===== src/rtl/pix_rate_pkg.sv =====
// rtl/pix_rate_pkg.sv - shared types and defaults for the pixel rate controller
// Contents: rate_state_t (RUN/PEND/SETTLE), INC_W increment width,
// PKG_DEFAULT_INC and PKG_SETTLE_PULSES parameter defaults.
package pix_rate_pkg;

    localparam int INC_W = 16;

    localparam logic [INC_W-1:0] PKG_DEFAULT_INC   = 16'h8000;
    localparam int               PKG_SETTLE_PULSES = 4;

    typedef enum logic [1:0] {
        ST_RUN    = 2'd0,
        ST_PEND   = 2'd1,
        ST_SETTLE = 2'd2
    } rate_state_t;

endpackage


===== src/rtl/pix_phase_acc.sv =====
// rtl/pix_phase_acc.sv - phase accumulator producing the pixel clock-enable
// Ports:
//   clk  in   system clock
//   rst  in   synchronous active-high reset
//   inc  in   per-cycle phase increment
//   clr  in   clears phase and ce on the next edge (rate switch)
//   ce   out  registered carry-out of the 17-bit sum
module pix_phase_acc
    import pix_rate_pkg::*;
(
    input  logic             clk,
    input  logic             rst,
    input  logic [INC_W-1:0] inc,
    input  logic             clr,
    output logic             ce
);

    logic [INC_W-1:0] acc;
    logic [INC_W:0]   sum;

    assign sum = {1'b0, acc} + {1'b0, inc};

    always_ff @(posedge clk) begin
        if (rst || clr) begin
            acc <= '0;
            ce  <= 1'b0;
        end else begin
            acc <= sum[INC_W-1:0];
            ce  <= sum[INC_W];
        end
    end

endmodule


===== src/rtl/pix_rate_ctrl.sv =====
// rtl/pix_rate_ctrl.sv - pixel rate controller with frame-aligned rate switching
// Optional feature macro: PIX_RATE_CE_COUNT_EN (adds ce_count output).
// Ports:
//   clk, rst          system clock, synchronous active-high reset
//   req_valid/req_inc rate-change request (increment, pix rate = clk*inc/2^16)
//   req_ready         request can be accepted (RUN state)
//   frame_end         end-of-frame pulse; pending change is applied on it
//   pix_ce            registered pixel clock-enable
//   active_inc        increment currently applied
//   locked            rate stable and settled
//   err               one-cycle pulse on a rejected (zero) request
//   ce_count          pix_ce pulses in the last frame (PIX_RATE_CE_COUNT_EN only)
module pix_rate_ctrl
    import pix_rate_pkg::*;
#(
    parameter logic [INC_W-1:0] DEFAULT_INC   = PKG_DEFAULT_INC,
    parameter int               SETTLE_PULSES = PKG_SETTLE_PULSES
) (
    input  logic             clk,
    input  logic             rst,
    input  logic             req_valid,
    input  logic [INC_W-1:0] req_inc,
    output logic             req_ready,
    input  logic             frame_end,
    output logic             pix_ce,
    output logic [INC_W-1:0] active_inc,
    output logic             locked,
`ifdef PIX_RATE_CE_COUNT_EN
    output logic [15:0]      ce_count,
`endif
    output logic             err
);

    localparam logic [3:0] SETTLE_LAST = 4'(SETTLE_PULSES - 1);

    rate_state_t      state, state_nxt;
    logic [INC_W-1:0] pending_inc;
    logic [3:0]       settle_cnt;
    logic             accept, reject, apply;

    pix_phase_acc u_acc (
        .clk (clk),
        .rst (rst),
        .inc (active_inc),
        .clr (apply),
        .ce  (pix_ce)
    );

    always_ff @(posedge clk) begin
        if (rst) state <= ST_RUN;
        else     state <= state_nxt;
    end

    // frame_end only matters in PEND, so one arriving with the accept is ignored.
    always_comb begin
        state_nxt = state;
        req_ready = 1'b0;
        locked    = 1'b1;
        accept    = 1'b0;
        reject    = 1'b0;
        apply     = 1'b0;
        case (state)
            ST_RUN: begin
                req_ready = 1'b1;
                if (req_valid) begin
                    if (req_inc != '0) begin
                        accept    = 1'b1;
                        state_nxt = ST_PEND;
                    end else begin
                        reject = 1'b1;
                    end
                end
            end
            ST_PEND: begin
                if (frame_end) begin
                    apply     = 1'b1;
                    state_nxt = ST_SETTLE;
                end
            end
            ST_SETTLE: begin
                locked = 1'b0;
                if (pix_ce && settle_cnt == SETTLE_LAST) state_nxt = ST_RUN;
            end
            default: state_nxt = ST_RUN;
        endcase
    end

    always_ff @(posedge clk) begin
        if (rst) begin
            active_inc  <= DEFAULT_INC;
            pending_inc <= '0;
            settle_cnt  <= '0;
            err         <= 1'b0;
        end else begin
            err <= reject;
            if (accept) pending_inc <= req_inc;
            if (apply) begin
                active_inc <= pending_inc;
                settle_cnt <= '0;
            end else if (state == ST_SETTLE && pix_ce) begin
                settle_cnt <= settle_cnt + 4'd1;
            end
        end
    end

`ifdef PIX_RATE_CE_COUNT_EN
    logic [15:0] ce_run;
    logic [16:0] ce_total;

    // A pulse on the frame_end cycle belongs to the frame being closed.
    assign ce_total = {1'b0, ce_run} + {16'd0, pix_ce};

    always_ff @(posedge clk) begin
        if (rst) begin
            ce_run   <= '0;
            ce_count <= '0;
        end else if (frame_end) begin
            ce_count <= ce_total[16] ? 16'hFFFF : ce_total[15:0];
            ce_run   <= '0;
        end else if (pix_ce && ce_run != 16'hFFFF) begin
            ce_run <= ce_run + 16'd1;
        end
    end
`endif

endmodule


===== config.mk =====
export PLATFORM = sky130hd
export DESIGN_NAME = pix_rate_ctrl
export DESIGN_NICKNAME = d
export VERILOG_FILES = /design/src/rtl/pix_rate_pkg.sv /design/src/rtl/pix_phase_acc.sv /design/src/rtl/pix_rate_ctrl.sv
export SDC_FILE = /design/constraint.sdc
export NUM_CORES = 1
export LEC_CHECK = 0
export ABC_AREA = 1
export BUFFER_PORTS_ARGS = -buffer_cell sky130_fd_sc_hd__buf_2
export CORE_AREA = 2 2 78 80
export DETAILED_ROUTE_END_ITERATION = 16
export DIE_AREA = 0 0 80 82
export GPL_TIMING_DRIVEN = 0
export PLACE_DENSITY = 0.75
export SLEW_MARGIN = 30
export SYNTH_ARGS = -nofsm -noshare
export SYNTH_HDL_FRONTEND = slang
export SYNTH_SLANG_ARGS = --single-unit

===== constraint.sdc =====
create_clock -name clk -period 1.6 [get_ports clk]
set_input_delay 0.08 -clock clk [delete_from_list [all_inputs] [get_ports clk]]
set_output_delay 0.08 -clock clk [all_outputs]
set_load 0.005 [all_outputs]

==> impl_metrics.yaml, run 1 <==
die:
  initial_core_util_pct: 50.9
  ioPinCount: 40
  dieHeight_um: 82
  die_area_um2: 6560
  dieWidth_um: 80
  core_um2: 5750
  rows: 28
layout:
  post-route-util_pct: 61.5
  antenna_cells: 0
  fill_cells: 540
  final_common_cell: "nand2_1"
  drive_above_1_share_pct: 23.8
  multiInputGateArea_um2: 1720
  regArea_um2: 1130
  finalNetCount: 507
  area_delta_synth_final_pct: 20.9
  layout_common_cells: "nand2_1 (110), nor2_1 (56), inv_1 (53)"
place:
  port_buffers: 38
  place_congestion: 0.874
  dp_hpwl_um: 4580
critical_path:
  endpoint_kind: "register"
  critical_path_required_ps: 1800
  cp_max_fo: 3
  reg2reg_to: "u_acc.acc[10]"
  ff2ff_setup_slack_ps: 10
  slowest_stage: "fa_2"
  criticalPathCategory: "reg -> reg"
  worst_ep_arrival_time_ps: 1790
  cpMostUsedCell: "nand2_2"
  cpPeakStageDelay_ps: 360
  r2r_start: "u_acc.acc[0]"
  cp_cell_sequence: "ha_4, fa_2, nand2_2, nand2_2, nand3b_1, nand2_2, nand2_2, nand2_1, nand2_1, a21oi_2"
  worst_setup_path_start_kind: "register"
  reg2reg_depth: 10
timing:
  fin_hold_ws_ps: 10.1
  rsz0062_at_grt: "true"
  fin_worst_skew_ps: 4.15
  min_period_ps: 1590
  setup_tns_ps: 0
  worst_pin_slew_ps: 391
  relSlewSlack_pct: 73.9
  setup_viol: 0
  period_share_pct: 99.4
  finalHoldViolCount: 0
  slew_viol_final: 0
  fmax_ghz: 0.629
cts:
  cts_sinks: 56
  cts_inserted_buffers: 5
  clkLatencyLatePin_ps: 310
  cts_buffer_depth: 2
  ctsHoldBuffers: 0
  cts_tree: "yes"
  clockRootBuffer: "clkbuf_8"
  clk_pin_slew_worst_paths_ps: 100
  h-tree-depth: 2
logic_synthesis:
  seq_area_frac_synth_pct: 38.3
  yosysWarnings: 0
  synth_area_um2: 2920
  synth_top_family_by_area: "simple AND/OR/NAND/NOR gates"
  synth-compound-area-share_pct: 11.1
  syn_area_per_cell_um2: 6.96
  synth-simple-area-share_pct: 32.8
  synthAdderAreaFrac_pct: 7.96
  ys_ff_latch: 56
  syn-instance-count: 420
  syn_nets: 458
  yosys.area_share.xor_xnor_pct: 0
  ys_types: 36
  synthMuxAreaShare_pct: 0
global_route:
  grt_use_total_pct: 19.8
  grt_overflow: 0
  grt_pass1_wl_um: 10200
  grt_pass1_vias: 2388
  antenna_found_initial: 0
  grt_max_degree: 19
job:
  cap_violations: 0
power:
  p_comb_share_pct: 12.3
  power_frac_seq_pct: 57.2
  p_per_area_nw_per_um2: 746
  power_leakage_nw: 1.56
  p_clk_share_pct: 30.5
  switchingPower_mw: 0.716
  p_int_mw: 1.92
  ir_worst_vdd_mv: 0.448
  swShare_pct: 27.2
routing:
  final_antenna_net_count: 0
  wire_per_inst_um: 11.6
  viasPerCell: 4.84
  firstDrtPassIters: 4
  vias: 2636
  drc: 0
  drt_iter0_markers: 194
  wl_um: 6300
min_path:
  min_to: "pending_inc[15]"
  hp-class: "in -> reg"
  hold_start: "req_inc[15]"
  hold_path_depth: 3
status:
  status: "completed"
-- power by group through the flow --
stage | Clock, mW | Combinational (mW) | Sequential (mW)
2_1_floorplan | 0 | 0.221 | 1.53
3_3_place_gp | 0 | 0.305 | 1.53
3_5_place_dp | 0 | 0.312 | 1.54
4_1_cts | 0.821 | 0.314 | 1.50
5_1_grt | 0.890 | 0.368 | 1.52
6_report | 0.805 | 0.324 | 1.51
-- worst max path at each step --
stage	start	endpoint
4_1_cts	active_inc[0]	u_acc.acc[10]
2_1_floorplan	active_inc[0]	u_acc.ce
3_3_place_gp	active_inc[0]	u_acc.ce
3_5_place_dp	active_inc[0]	u_acc.ce
6_report	u_acc.acc[0]	u_acc.acc[10]
5_1_grt	active_inc[0]	u_acc.acc[14]
-- cells in the mapped netlist --
cell type / n / share of area [%]
nand2_2: 1 / 0.21
nand2_1: 121 / 16
or2_0: 2 / 0.43
o21ai_0: 10 / 1.7
a21oi_1: 38 / 6.5
clkbuf_1: 2 / 0.26
nor2_4: 2 / 0.77
a211oi_1: 1 / 0.26
fa_1: 1 / 0.68
buf_2: 2 / 0.34
nand2_8: 1 / 0.68
nand3_1: 15 / 2.6
and2_1: 2 / 0.43
buf_6: 3 / 1.2
dfxtp_1: 56 / 38
nor2_2: 1 / 0.21
nand3b_1: 2 / 0.51
ha_1: 17 / 7.3
inv_2: 1 / 0.13
a21o_1: 1 / 0.26
or2_2: 1 / 0.21
a21oi_2: 2 / 0.60
inv_4: 2 / 0.43
nor4_1: 1 / 0.21
inv_1: 53 / 6.8
buf_4: 2 / 0.51
nor3_1: 4 / 0.68
nand3_2: 2 / 0.68
nor3b_2: 2 / 0.86
nor2_1: 57 / 7.3
o21ai_1: 7 / 1.2
nand4_1: 3 / 0.64
clkinv_2: 1 / 0.17
or2_1: 1 / 0.21
nand3_4: 1 / 0.60
o21ai_2: 2 / 0.60
-- flip-flops by register name, summed over array words and instances, names as in the netlist --
| name | flops |
|---|---|
| err | 1 |
| active_inc | 16 |
| u_acc.acc | 16 |
| pending_inc | 16 |
| settle_cnt | 4 |
| state | 2 |
| u_acc.ce | 1 |
-- kinds of logic after synthesis --
logic type | Yosys count
AND/OR/NAND/NOR | 219
flip-flops | 56
adder cells (fa/ha/maj) | 18
buffers and inverters | 66
AO/OA/AOI/OAI | 61
-- metal layers --
metal  up-vias  track usage (%)  wire, um
met5         -                0         0
met4         0             6.78        89
met3        10             3.63       213
met2        54             34.8      3090
met1      1147             24.5      2910
li1       1425                -         -
-- area by class of cell --
cell class	count	area share [%]
repair buffers	42	6.23
multi-input cells	298	48.6
flip-flops and latches	56	31.9
well taps	75	2.65
clock buffers	6	2.05
plain buffers	9	1.88
inverters	57	6.23
clock inverters	2	0.495
-- worst max-delay path: cells and delay by family, from the launching register on --
kind	cells	cell delay (ps)
AOI/OAI and AO/OA	1	60
and+or+nand+nor	7	560
adders and majority gates	2	530
DFF	1	340
-- timing repair --
| item | in CTS | in global routing |
|---|---|---|
| setup buffers | 1 | 3 |
| pin swaps | 3 | 12 |
| setup endpoints to repair | 6 | 11 |
| gates resized for setup | 7 | 33 |
-- per-stage QoR --
step	std cells	power (mW)	setup WS, ps	cell area (um^2)
after global placement	533	1.84	-98.1	3210
after detailed placement	533	1.85	-111	3210
final	545	2.64	9.92	3540
after CTS	542	2.64	6.87	3320
after global routing	545	2.78	-95.8	3540
after floorplan	420	1.75	29.3	2920
No activity file was read; power rests on OpenSTA's default activity.
==> run 2: changes to the inputs <==
--- a/config.mk
+++ b/config.mk
@@ -7,11 +7,13 @@
 export LEC_CHECK = 0
 export ABC_AREA = 1
 export BUFFER_PORTS_ARGS = -buffer_cell sky130_fd_sc_hd__buf_2
-export CORE_AREA = 2 2 78 80
+export CELL_PAD_IN_SITES_DETAIL_PLACEMENT = 1
+export CELL_PAD_IN_SITES_GLOBAL_PLACEMENT = 2
+export CORE_AREA = 2 2 104 106
 export DETAILED_ROUTE_END_ITERATION = 16
-export DIE_AREA = 0 0 80 82
+export DIE_AREA = 0 0 106 108
 export GPL_TIMING_DRIVEN = 0
-export PLACE_DENSITY = 0.75
+export PLACE_DENSITY_LB_ADDON = 0.1
 export SLEW_MARGIN = 30
 export SYNTH_ARGS = -nofsm -noshare
 export SYNTH_HDL_FRONTEND = slang
==> run 2 against run 1 <==
Register-to-register slack about the same. Worst setup slack better by 13 ps. Sequential power is essentially flat. Critical path depth unchanged. Non-clock buffer count decreased by 1. Via count fell by 0.87%. Flip-flop and latch count stayed put. Global-route usage decreased by 5.6 points. Clock power rose by 22%. Critical endpoint is now u_acc.acc[14]. Largest power group unchanged. Highest routed layer unchanged.
==> impl_metrics.yaml, run 2 (synthesis gave the netlist of run 1 again) <==
die:
  core_um2: 10200
  ioPinCount: 40
  dieWidth_um: 106
  rows: 37
  dieHeight_um: 108
  initial_core_util_pct: 28.6
  die_area_um2: 11400
cts:
  clockRootBuffer: "clkbuf_8"
  cts_buffer_depth: 2
  cts_sinks: 56
  ctsHoldBuffers: 0
  clkLatencyLatePin_ps: 320
  clk_pin_slew_worst_paths_ps: 120
  cts_inserted_buffers: 5
  cts_tree: "yes"
  h-tree-depth: 2
timing:
  min_period_ps: 1580
  worst_pin_slew_ps: 408
  period_share_pct: 98.6
  finalHoldViolCount: 0
  fmax_ghz: 0.634
  setup_tns_ps: 0
  fin_hold_ws_ps: 9.79
  setup_viol: 0
  fin_worst_skew_ps: 14.2
  slew_viol_final: 0
  rsz0062_at_grt: "true"
  relSlewSlack_pct: 72.8
critical_path:
  r2r_start: "active_inc[0]"
  cpMostUsedCell: "nand2_2"
  ff2ff_setup_slack_ps: 20
  criticalPathCategory: "reg -> reg"
  critical_path_required_ps: 1810
  slowest_stage: "dfxtp_2"
  reg2reg_to: "u_acc.acc[14]"
  cp_max_fo: 3
  worst_setup_path_start_kind: "register"
  cp_cell_sequence: "ha_4, fa_2, nand2_2, nand2_2, nand3b_1, nand2_2, nand2_2, nand2_2, nand2_1, a21oi_1"
  cpPeakStageDelay_ps: 360
  reg2reg_depth: 10
  worst_ep_arrival_time_ps: 1790
  endpoint_kind: "register"
global_route:
  grt_pass1_vias: 2709
  grt_use_total_pct: 14.2
  grt_overflow: 0
  grt_pass1_wl_um: 13000
  antenna_found_initial: 0
  grt_max_degree: 19
min_path:
  hold_start: "req_valid"
  min_to: "err"
  hold_path_depth: 3
  hp-class: "in -> reg"
layout:
  drive_above_1_share_pct: 25.2
  antenna_cells: 0
  reg_top3: "active_inc x16, pending_inc x16, u_acc.acc x16"
  layout_common_cells: "nand2_1 (110), nor2_1 (55), inv_1 (52)"
  area_delta_synth_final_pct: 24.9
  finalNetCount: 506
  final_common_cell: "nand2_1"
  fill_cells: 1302
place:
  dp_hpwl_um: 6050
  place_congestion: 0.710
  port_buffers: 38
routing:
  vias: 2613
  final_antenna_net_count: 0
  wire_per_inst_um: 12.6
  viasPerCell: 4.32
  wl_um: 7640
  firstDrtPassIters: 4
  drc: 0
  drt_iter0_markers: 51
job:
  cap_violations: 0
power:
  p_per_area_nw_per_um2: 775
  power_leakage_nw: 1.57
  ir_worst_vdd_mv: 0.376
status:
  status: "completed"
## run 2: cell types whose count changed in the layout (fill, tap and decap cells not counted), moves of 2 or more
cell,previous run,this run
a21oi_2,5,7
a21oi_1,35,33
dfxtp_2,5,7
dfxtp_1,51,49
## run 2: critical path, delay by kind of cell (launching register included)
family                   cells  cell delay (ps)
adder cells (fa/ha/maj)      2              500
AO/OA/AOI/OAI                1               60
AND/OR/NAND/NOR              7              560
flip-flops                   1              360
## run 2: worst max path at each step
| stage | start | end | slack (ps) | cells past startpoint |
|---|---|---|---|---|
| floorplan | active_inc[0] | u_acc.ce | 30 | 9 |
| global placement | active_inc[0] | u_acc.ce | -160 | 9 |
| detailed placement | active_inc[0] | u_acc.ce | -170 | 9 |
| CTS | active_inc[0] | u_acc.acc[14] | -20 | 10 |
| global route | active_inc[0] | u_acc.acc[14] | -90 | 9 |
| finish | active_inc[0] | u_acc.acc[14] | 20 | 10 |
## run 2: through the flow
step / power (mW) / area, um^2 / cells / utilization, % / setup slack, ps
finish: 2.83 / 3650 / 605 / 35.7 / 22.8
global route: 2.99 / 3650 / 605 / 35.7 / -87.5
CTS: 2.87 / 3460 / 604 / 33.8 / -20.0
detailed placement: 1.87 / 3280 / 594 / 32.1 / -173
global placement: 1.86 / 3280 / 594 / 32.1 / -156
floorplan: 1.75 / 2920 / 420 / - / 29.3
## run 2: power breakdown
group	leakage, nW	switching, mW	internal [mW]
registers	0.460	0.0487	1.46
clock network	0.0548	0.510	0.473
logic	1.05	0.197	0.140
## run 2: per-layer routing
layer	GRT usage (%)	wire length [um]
met1	19.3	3980
met3	1.99	167
met2	24.2	3450
met5	0	0
met4	3.10	37
## run 2: layout make-up
type                       instances  area [um^2]  area share (%)
timing repair buffer              41          213            5.82
tap                              136          170            4.66
inverter                          57          220            6.03
buffer                             9         66.3            1.82
sequential                        56         1130            30.9
multi-input combinational        298         1740            47.6
clock buffer                       5         68.8            1.88
clock inverter                     3         46.3            1.27
## run 2: what timing repair did
| action | CTS | global route |
|---|---|---|
| pin swaps | 4 | 7 |
| buffers inserted | 2 | 1 |
| gates resized for setup | 10 | 42 |
| endpoints found under the setup margin | 9 | 13 |
==> run 3: changes to the inputs <==
--- a/config.mk
+++ b/config.mk
@@ -13,6 +13,7 @@
 export DETAILED_ROUTE_END_ITERATION = 16
 export DIE_AREA = 0 0 106 108
 export GPL_TIMING_DRIVEN = 0
+export MAX_ROUTING_LAYER = met4
 export PLACE_DENSITY_LB_ADDON = 0.1
 export SLEW_MARGIN = 30
 export SYNTH_ARGS = -nofsm -noshare
==> run 3 against run 2 <==
Critical path depth is the same. Core utilization grew 0.21 points. Count of clock-buffer cells in the layout is the same. Combinational power is essentially flat. Sequential power is essentially flat. Cell count is the same. Wire length grew 1.0%. Flip-flop and latch count is the same. Clock power is essentially flat. Register-to-register slack is essentially flat. Total power grew 0.16%. Critical endpoint unchanged. Largest cell class unchanged.
==> impl_metrics.yaml, run 3 (synthesis gave the netlist of run 1 again) <==
status:
  status: "completed"
timing:
  fin_worst_skew_ps: 14.8
  finalHoldViolCount: 0
  fmax_ghz: 0.633
  rsz0062_at_grt: "true"
  relSlewSlack_pct: 72.6
  setup_viol: 0
  min_period_ps: 1580
  worst_pin_slew_ps: 411
  slew_viol_final: 0
  period_share_pct: 98.8
global_route:
  met2_usage_pct: 24.2
  busiest_layer: "met2"
  globalRouteMet1Util_pct: 19.4
  grt_pass1_wl_um: 13000
  globalRouteMet3Util_pct: 1.99
  grt_overflow: 0
  grt_pass1_vias: 2711
  grt_use_total_pct: 14.7
  antenna_found_initial: 0
  grt_max_degree: 19
layout:
  reg_top3: "active_inc x16, pending_inc x16, u_acc.acc x16"
  drive_above_1_share_pct: 25.8
  post-route-util_pct: 35.9
  area_delta_synth_final_pct: 25.6
  layout_common_cells: "nand2_1 (110), nor2_1 (55), inv_1 (53)"
  fin_area_um2: 3670
  antenna_cells: 0
  finalNetCount: 506
  final_common_cell: "nand2_1"
die:
  initial_core_util_pct: 28.6
  rows: 37
  dieWidth_um: 106
  dieHeight_um: 108
  core_um2: 10200
  ioPinCount: 40
  die_area_um2: 11400
cts:
  cts_tree: "yes"
  cts_sinks: 56
  clkLatencyLatePin_ps: 310
  cts_buffer_depth: 2
  clk_pin_slew_worst_paths_ps: 120
  cts_inserted_buffers: 5
  clockRootBuffer: "clkbuf_8"
  h-tree-depth: 2
critical_path:
  critical_path_required_ps: 1820
  worst_setup_path_start_kind: "register"
  slowest_stage: "dfxtp_2"
  endpoint_kind: "register"
  cp_cell_sequence: "ha_4, fa_2, nand2_2, nand2_2, nand3b_1, nand2_2, nand2_4, nand2_2, nand2_1, a21oi_1"
  path_delay_family: "simple AND/OR/NAND/NOR gates"
  cpMostUsedCell: "nand2_2"
  critical_path_buf_inv_count: 0
  cp_max_fo: 3
  cpPeakStageDelay_ps: 360
  criticalPathCategory: "reg -> reg"
  worst_ep_arrival_time_ps: 1800
routing:
  final_antenna_net_count: 0
  viasPerCell: 4.32
  drc: 0
  wl_um: 7720
  drt_iter0_markers: 53
  vias: 2614
  wire_per_inst_um: 12.8
  firstDrtPassIters: 4
power:
  power_leakage_nw: 1.60
  ir_worst_vdd_mv: 0.375
  p_per_area_nw_per_um2: 772
place:
  placed_cell_area_um2: 3280
  dp_hpwl_um: 6050
  port_buffers: 38
  place_congestion: 0.718
job:
  cap_violations: 0
min_path:
  hp-class: "in -> reg"
## run 3: cell counts in the layout (fill, tap and decap cells not counted)
Identical to the previous run, type by type.
## run 3: final cells by class
class                      instances  area [um^2]
buffer                             9         66.3
inverter                          57          220
multi-input combinational        298         1760
clock inverter                     3         46.3
clock buffer                       5         68.8
timing repair buffer              41          213
fill                            1296         6560
tap                              136          170
sequential                        56         1130
## run 3: power breakdown
| group | internal, mW | total, mW | switching, mW |
|---|---|---|---|
| Clock | 0.473 | 0.986 | 0.513 |
| Sequential | 1.46 | 1.51 | 0.0493 |
| Combinational | 0.141 | 0.337 | 0.197 |
| Total | 2.08 | 2.83 | 0.759 |
## run 3: what timing repair did
item	in CTS	in global routing
resized for setup	10	47
pin swaps	4	5
setup endpoints to repair	9	13
hold buffers	0	0
buffers inserted	2	1
## run 3: final timing paths
check                        from             end  slack (ps)  depth (start not counted)
setup / recovery    active_inc[0]   u_acc.acc[14]          20                         10
hold / removal          req_valid             err          10                          3
setup reg to reg    active_inc[0]   u_acc.acc[14]          20                         10
hold reg to reg   pending_inc[11]  active_inc[11]         460                          2
## run 3: worst register-to-register path, stage by stage, from the launching register on
cell      delay, ps
dfxtp_2         360
ha_4            160
fa_2            340
nand2_2          80
nand2_2          50
nand3b_1        120
nand2_2         110
nand2_4          90
nand2_2          50
nand2_1          60
a21oi_1          60
## run 3: per-layer routing
metal	wire length (um)	vias up
met3	165	2
met5	0	-
met1	4010	1169
met4	36	0
li1	-	1414
met2	3510	29
## run 3: stage by stage
stage                     cells  TNS (ps)  power, mW  worst slack, ps  hold slack [ps]
after floorplan             420         0       1.75             29.3              197
after global placement      594      -507       1.86             -156              335
after detailed placement    594      -710       1.87             -173              348
after CTS                   604     -31.0       2.87            -20.0             2.72
after global routing        605      -163       3.00            -82.1            0.636
final                       605         0       2.83             19.5             9.51
